--- src/rtl/tt_scan_pkg.sv ---
// Shared types and constants for the truth-table scanner.
package tt_scan_pkg;

  typedef enum logic [1:0] {
    IDLE   = 2'd0,
    DRIVE  = 2'd1,
    SAMPLE = 2'd2,
    DONE   = 2'd3
  } state_t;

  localparam int N_IN_DEF = 4;
  localparam int TT_W = 2 ** N_IN_DEF;
  localparam logic [TT_W-1:0] EXPECTED_DEF = 16'hDF03;

  // Counter must hold SETTLE-1; a width of at least 1 keeps the vectors legal.
  function automatic int settle_cnt_w(input int settle);
    return (settle < 2) ? 1 : $clog2(settle + 1);
  endfunction

endpackage

--- src/rtl/tt_settle_timer.sv ---
// Loadable down-counter with a zero flag; paces how long each vector is held.
module tt_settle_timer #(
  parameter int W = 1
) (
  input  logic         clk,
  input  logic         rst,
  input  logic         i_load,
  input  logic [W-1:0] i_load_val,
  input  logic         i_dec,
  output logic         o_zero
);

  logic [W-1:0] r_cnt;

  always_ff @(posedge clk or posedge rst) begin
    if (rst) begin
      r_cnt <= '0;
    end else if (i_load) begin
      r_cnt <= i_load_val;
    end else if (i_dec && (r_cnt != '0)) begin
      r_cnt <= r_cnt - 1'b1;
    end
  end

  assign o_zero = (r_cnt == '0);

endmodule

--- src/rtl/truth_table_scanner.sv ---
// Sweeps every input vector through F, captures the truth table and compares it.
// Optional TT_SCAN_FIRST_FAIL_EN adds first-failing-vector reporting.
module truth_table_scanner
  import tt_scan_pkg::*;
#(
  parameter int                  N_IN     = N_IN_DEF,
  parameter int                  SETTLE   = 1,
  parameter logic [2**N_IN-1:0]  EXPECTED = EXPECTED_DEF
) (
  input  logic                clk,
  input  logic                rst,
  input  logic                start,
  input  logic                f_in,
  output logic [N_IN-1:0]     vec_out,
  output logic                busy,
  output logic                done,
  output logic                pass,
  output logic [2**N_IN-1:0]  table_out,
`ifdef TT_SCAN_FIRST_FAIL_EN
  output logic                first_fail_valid,
  output logic [N_IN-1:0]     first_fail_idx,
`endif
  output logic [1:0]          o_dbg_state
);

  localparam int TW = 2 ** N_IN;
  localparam int CW = settle_cnt_w(SETTLE);
  localparam logic [CW-1:0] LOAD_V = CW'(SETTLE - 1);

  if (SETTLE < 1) begin : g_settle_chk
    $error("truth_table_scanner: SETTLE must be at least 1");
  end

  state_t          r_state;
  state_t          w_state_next;
  logic [N_IN-1:0] r_vec;
  logic [TW-1:0]   r_table;
  logic [TW-1:0]   w_table_next;
  logic            r_pass;
  logic            w_load;
  logic            w_dec;
  logic            w_zero;
  logic            w_last;

  tt_settle_timer #(.W(CW)) u_timer (
    .clk        (clk),
    .rst        (rst),
    .i_load     (w_load),
    .i_load_val (LOAD_V),
    .i_dec      (w_dec),
    .o_zero     (w_zero)
  );

  assign w_last = (r_vec == {N_IN{1'b1}});

  always_ff @(posedge clk or posedge rst) begin
    if (rst) r_state <= IDLE;
    else     r_state <= w_state_next;
  end

  always_comb begin
    w_state_next = r_state;
    w_load       = 1'b0;
    w_dec        = 1'b0;
    case (r_state)
      IDLE: begin
        if (start) begin
          w_state_next = DRIVE;
          w_load       = 1'b1;
        end
      end
      DRIVE: begin
        if (w_zero) w_state_next = SAMPLE;
        else        w_dec        = 1'b1;
      end
      SAMPLE: begin
        if (w_last) begin
          w_state_next = DONE;
        end else begin
          w_state_next = DRIVE;
          w_load       = 1'b1;
        end
      end
      DONE:    w_state_next = IDLE;
      default: w_state_next = IDLE;
    endcase
  end

  // The table as it will look after this SAMPLE; the pass compare uses it so
  // the final vector's bit is included.
  always_comb begin
    w_table_next        = r_table;
    w_table_next[r_vec] = f_in;
  end

  always_ff @(posedge clk or posedge rst) begin
    if (rst) begin
      r_vec   <= '0;
      r_table <= '0;
      r_pass  <= 1'b0;
    end else begin
      case (r_state)
        IDLE: begin
          if (start) begin
            r_vec   <= '0;
            r_table <= '0;
            r_pass  <= 1'b0;
          end
        end
        SAMPLE: begin
          r_table <= w_table_next;
          if (w_last) r_pass <= (w_table_next == EXPECTED);
          else        r_vec  <= r_vec + 1'b1;
        end
        default: ;
      endcase
    end
  end

`ifdef TT_SCAN_FIRST_FAIL_EN
  logic            r_ff_valid;
  logic [N_IN-1:0] r_ff_idx;

  always_ff @(posedge clk or posedge rst) begin
    if (rst) begin
      r_ff_valid <= 1'b0;
      r_ff_idx   <= '0;
    end else if ((r_state == IDLE) && start) begin
      r_ff_valid <= 1'b0;
      r_ff_idx   <= '0;
    end else if ((r_state == SAMPLE) && !r_ff_valid && (f_in != EXPECTED[r_vec])) begin
      r_ff_valid <= 1'b1;
      r_ff_idx   <= r_vec;
    end
  end

  assign first_fail_valid = r_ff_valid;
  assign first_fail_idx   = r_ff_idx;
`endif

  assign vec_out     = r_vec;
  assign table_out   = r_table;
  assign pass        = r_pass;
  assign busy        = (r_state != IDLE);
  assign done        = (r_state == DONE);
  assign o_dbg_state = r_state;

endmodule

--- config.mk ---
export PLATFORM = sky130hd
export DESIGN_NAME = truth_table_scanner
export DESIGN_NICKNAME = d
export VERILOG_FILES = /design/src/rtl/tt_scan_pkg.sv /design/src/rtl/tt_settle_timer.sv /design/src/rtl/truth_table_scanner.sv
export SDC_FILE = /design/constraint.sdc
export NUM_CORES = 1
export LEC_CHECK = 0
export CAP_MARGIN = 20
export CORE_MARGIN = 2
export CORE_UTILIZATION = 45
export DETAILED_ROUTE_END_ITERATION = 8
export GPL_ROUTABILITY_DRIVEN = 0
export PLACE_DENSITY = 0.71
export SLEW_MARGIN = 20
export SYNTH_ARGS = -nofsm -noshare
export SYNTH_HDL_FRONTEND = slang
export SYNTH_HIERARCHICAL = 1
export SYNTH_SLANG_ARGS = --single-unit
--- constraint.sdc ---
create_clock -name clk -period 2.9 [get_ports clk]
set_input_delay 0.29 -clock clk [delete_from_list [all_inputs] [get_ports clk]]
set_output_delay 0.29 -clock clk [all_outputs]
set_load 0.01 [all_outputs]
==> results.tsv <==
stage	metric	value	unit
global_routing	first-pass GRT wire length	5892	microns
clock_network	clock sink count	24	
drt	Residual DRC	0	
floorplanning	starting density of the core	47.72	%
run_status	outcome	finished, final reports clean	
worst_setup_path	CP peak stage delay	0.69	ns
floorplanning	Rows	20	
pwr	combinational fraction of design power	42.9	%
worst_setup_path	worst path buffer plus inverter count	0	
drt	post-route ant nets	0	
timing	Worst-Margin Slew	0.8729	ns
timing	crit share post-route	79.41	%
yosys	EDFF count, synth	0	
worst_setup_path	crit path DAT	2.55	ns
clock_network	H-Tree Depth	1	
yosys	count leader, synth	dfrtp_1	
worst_setup_path	CP endpoint	pass	
drt	vias	1319	
yosys	Syn Nets	177	
yosys	top cell type's share of synthesized area	40.89	%
timing	Final min period	2.303	ns
global_routing	gr usage total	21.44	%
worst_setup_path	crit path kind	reg2reg	
pwr	sequential share of power	37.8	%
yosys	mapped cell area	1469	sq um
floorplanning	Die Area	3737	sq um
layout	n_diodes	0	
floorplanning	Die Span X	61.14	microns
yosys	register area share after synthesis	40.89	%
placement	DP HPWL	2458	microns
timing	final-report hold violation count	0	
timing	max-slew violations	0	
layout	layout cells sized above 1	8.021	%
timing	RSZ-0062 raised after global routing	no	
worst_setup_path	worst r2r src	vec_out[3]	
yosys	yosys warns	6	
layout	Final nets	198	
clock_network	Num CTS Buffers	3	
drt	WL per Instance	15.23	microns
clock_network	# Post-CTS Setup Buffers	0	
worst_setup_path	Worst path slowest cell	dfrtp_1	
yosys	Synth Instances	167	
worst_setup_path	cell count along the critical path	5	
clock_network	CTS max path bufs	2	
global_routing	initial antenna violation count	0	
pwr	Leakage	0.7987	nW
pwr	switch share	40.76	%
yosys	Area contributors post-synth	dfrtp_1 41%, o21ai_0 7.5%, ha_1 5.1%	
drt	DR vias/cell	5.710	
yosys	#FFs+latches synth	24	
clock_network	CTS clock-pin slew for the worst setup and hold paths	0.14	ns
pwr	Net Sw Power	0.5336	mW
worst_setup_path	CP endpoint kind	register	
yosys	dominant cell type by area after synthesis	dfrtp_1	
flow_run	Max-Cap Viols	0	
yosys	count of different cell masters after synthesis	39	
worst_setup_path	crit-path max FO	17	
floorplanning	Core Area	3078	sq um
worst_setup_path	worst r2r path cells	5	
global_routing	largest net degree at the start of global routing	24	
worst_setup_path	WP data required	3.15	ns
worst_setup_path	r2r setup slk	0.60	ns
timing	relative slew slack	41.75	%
timing	final setup violation count	0	
layout	post-route insts no fill	231	
yosys	Avg Cell Area, Syn	8.796	sq um
worst_setup_path	Startpoint Class	register	
worst_setup_path	worst-path cell chain	nor2b_1 > nand2_1 > mux2i_1 > a2111o_1 > o41ai_2	
drt	first-pass iteration count of the detailed router	4	
pwr	Pint	0.7756	mW
global_routing	final global-route overflow total	0	
clock_network	clock insertion delay at the later pin of the skew report	0.33	ns
placement	Placed Cells	227	
layout	area delta synth->final	23.00	%
floorplanning	Die Y	61.14	microns
floorplanning	I/O pin count	29	
placement	# port buffers	28	
clock_network	Root Buffer	clkbuf_4	
worst_setup_path	CP top delay family	compound AO/OA/AOI/OAI gates	
yosys	Async SR Flop Fraction	100.0	%
clock_network	post-cts resize count	0	
hold_path	Worst Hold Class	in2async	
yosys	Post-synth top cells	24 x dfrtp_1, 22 x o21ai_0, 19 x nand2_1	
drt	WL final	3518	microns
pwr	clock share of power	19.2	%
timing	setup TNS	0	ns
pwr	Pwr Density	724.7	nW/um^2
drt	initial DRC count	80	
timing	Max Fclk	434.2	MHz
worst_setup_path	reg2reg end	pass	
timing	Worst Skew	0.002133	ns
yosys	Post-synth top flop	dfrtp_1	
clock_network	cts-stage hold buffer count	0	
worst_setup_path	crit path from	vec_out[3]	
global_routing	number of global-route vias before repair	1254	
clock_network	CTS tree	built	
pwr	VDD IR max	0.4401	mV
==> metal layers <==
metal / track usage (%) / part of all wire [%] / vias to the layer above
met3: 2.101 / 5.0 / 5
met2: 32.98 / 46 / 48
met1: 31.33 / 47 / 644
met4: 8.075 / 1.5 / 0
met5: 0 / 0 / -
li1: - / - / 622
==> flip-flops by register name, summed over array words and instances (netlist names) <==
| name | cells |
|---|---|
| o_dbg_state | 2 |
| table_out | 16 |
| vec_out | 4 |
| pass | 1 |
| u_timer/r_cnt | 1 |
==> logic make-up (layout without fill, tap and decap cells) <==
| kind of cell | after synthesis | in the layout | synth area share (%) |
|---|---|---|---|
| other cells | 1 | 1 | 0.2553 |
| simple gates | 48 | 48 | 17.04 |
| flops | 24 | 24 | 40.89 |
| compound gates | 53 | 53 | 22.91 |
| buf+inv | 26 | 46 | 7.239 |
| mux | 9 | 9 | 6.559 |
| fa+ha+maj | 6 | 6 | 5.111 |
==> cell type report <==
cell class | instances | area [sq um]
inverter | 13 | 48.80
clock buffer | 3 | 22.52
tap | 44 | 55.05
fill | 276 | 1271
sequential | 24 | 600.6
clock inverter | 1 | 30.03
multi-input combinational | 117 | 762.0
timing repair buffer | 29 | 287.8
==> cell usage in the layout (no fill, tap or decap), types with 2 or more instances in the layout <==
cell type / instances
nor2b_1: 2
clkdlybuf4s50_1: 28
o22ai_1: 5
dfrtp_1: 24
nand2_1: 19
o21ai_0: 22
nand3b_1: 5
clkbuf_4: 3
inv_1: 12
nand4_1: 2
a21oi_1: 11
nand2b_1: 3
nor2_1: 3
a22o_1: 4
ha_1: 6
nand3_1: 8
mux2i_1: 7
==> power groups by stage <==
| stage | Sequential (mW) | Clock (mW) | Combinational (mW) |
|---|---|---|---|
| 2_1_floorplan | 0.460 | 0 | 0.381 |
| 3_3_place_gp | 0.491 | 0 | 0.546 |
| 3_5_place_dp | 0.498 | 0 | 0.557 |
| 4_1_cts | 0.493 | 0.253 | 0.559 |
| 5_1_grt | 0.506 | 0.267 | 0.615 |
| 6_report | 0.496 | 0.251 | 0.562 |
==> worst min path at each step <==
stage,startpoint,end,depth (start not counted)
2_1_floorplan,rst,u_timer/r_cnt,1
3_3_place_gp,rst,u_timer/r_cnt,2
3_5_place_dp,rst,u_timer/r_cnt,2
6_report,rst,u_timer/r_cnt,2
4_1_cts,rst,u_timer/r_cnt,2
5_1_grt,rst,u_timer/r_cnt,2
==> through the flow <==
step	hold WS [ns]	area (sq um)	worst slack [ns]	power, mW	utilization [%]
after floorplan	0.01871	1469	1.018	0.8415	-
after global placement	0.4557	1754	0.8127	1.037	56.99
after detailed placement	0.4691	1754	0.6587	1.054	56.99
after CTS	0.09613	1807	0.6303	1.305	58.70
after global routing	0.1256	1807	0.3729	1.388	58.70
final	0.09484	1807	0.5971	1.309	58.70
Power figures use the tool's default switching activity.
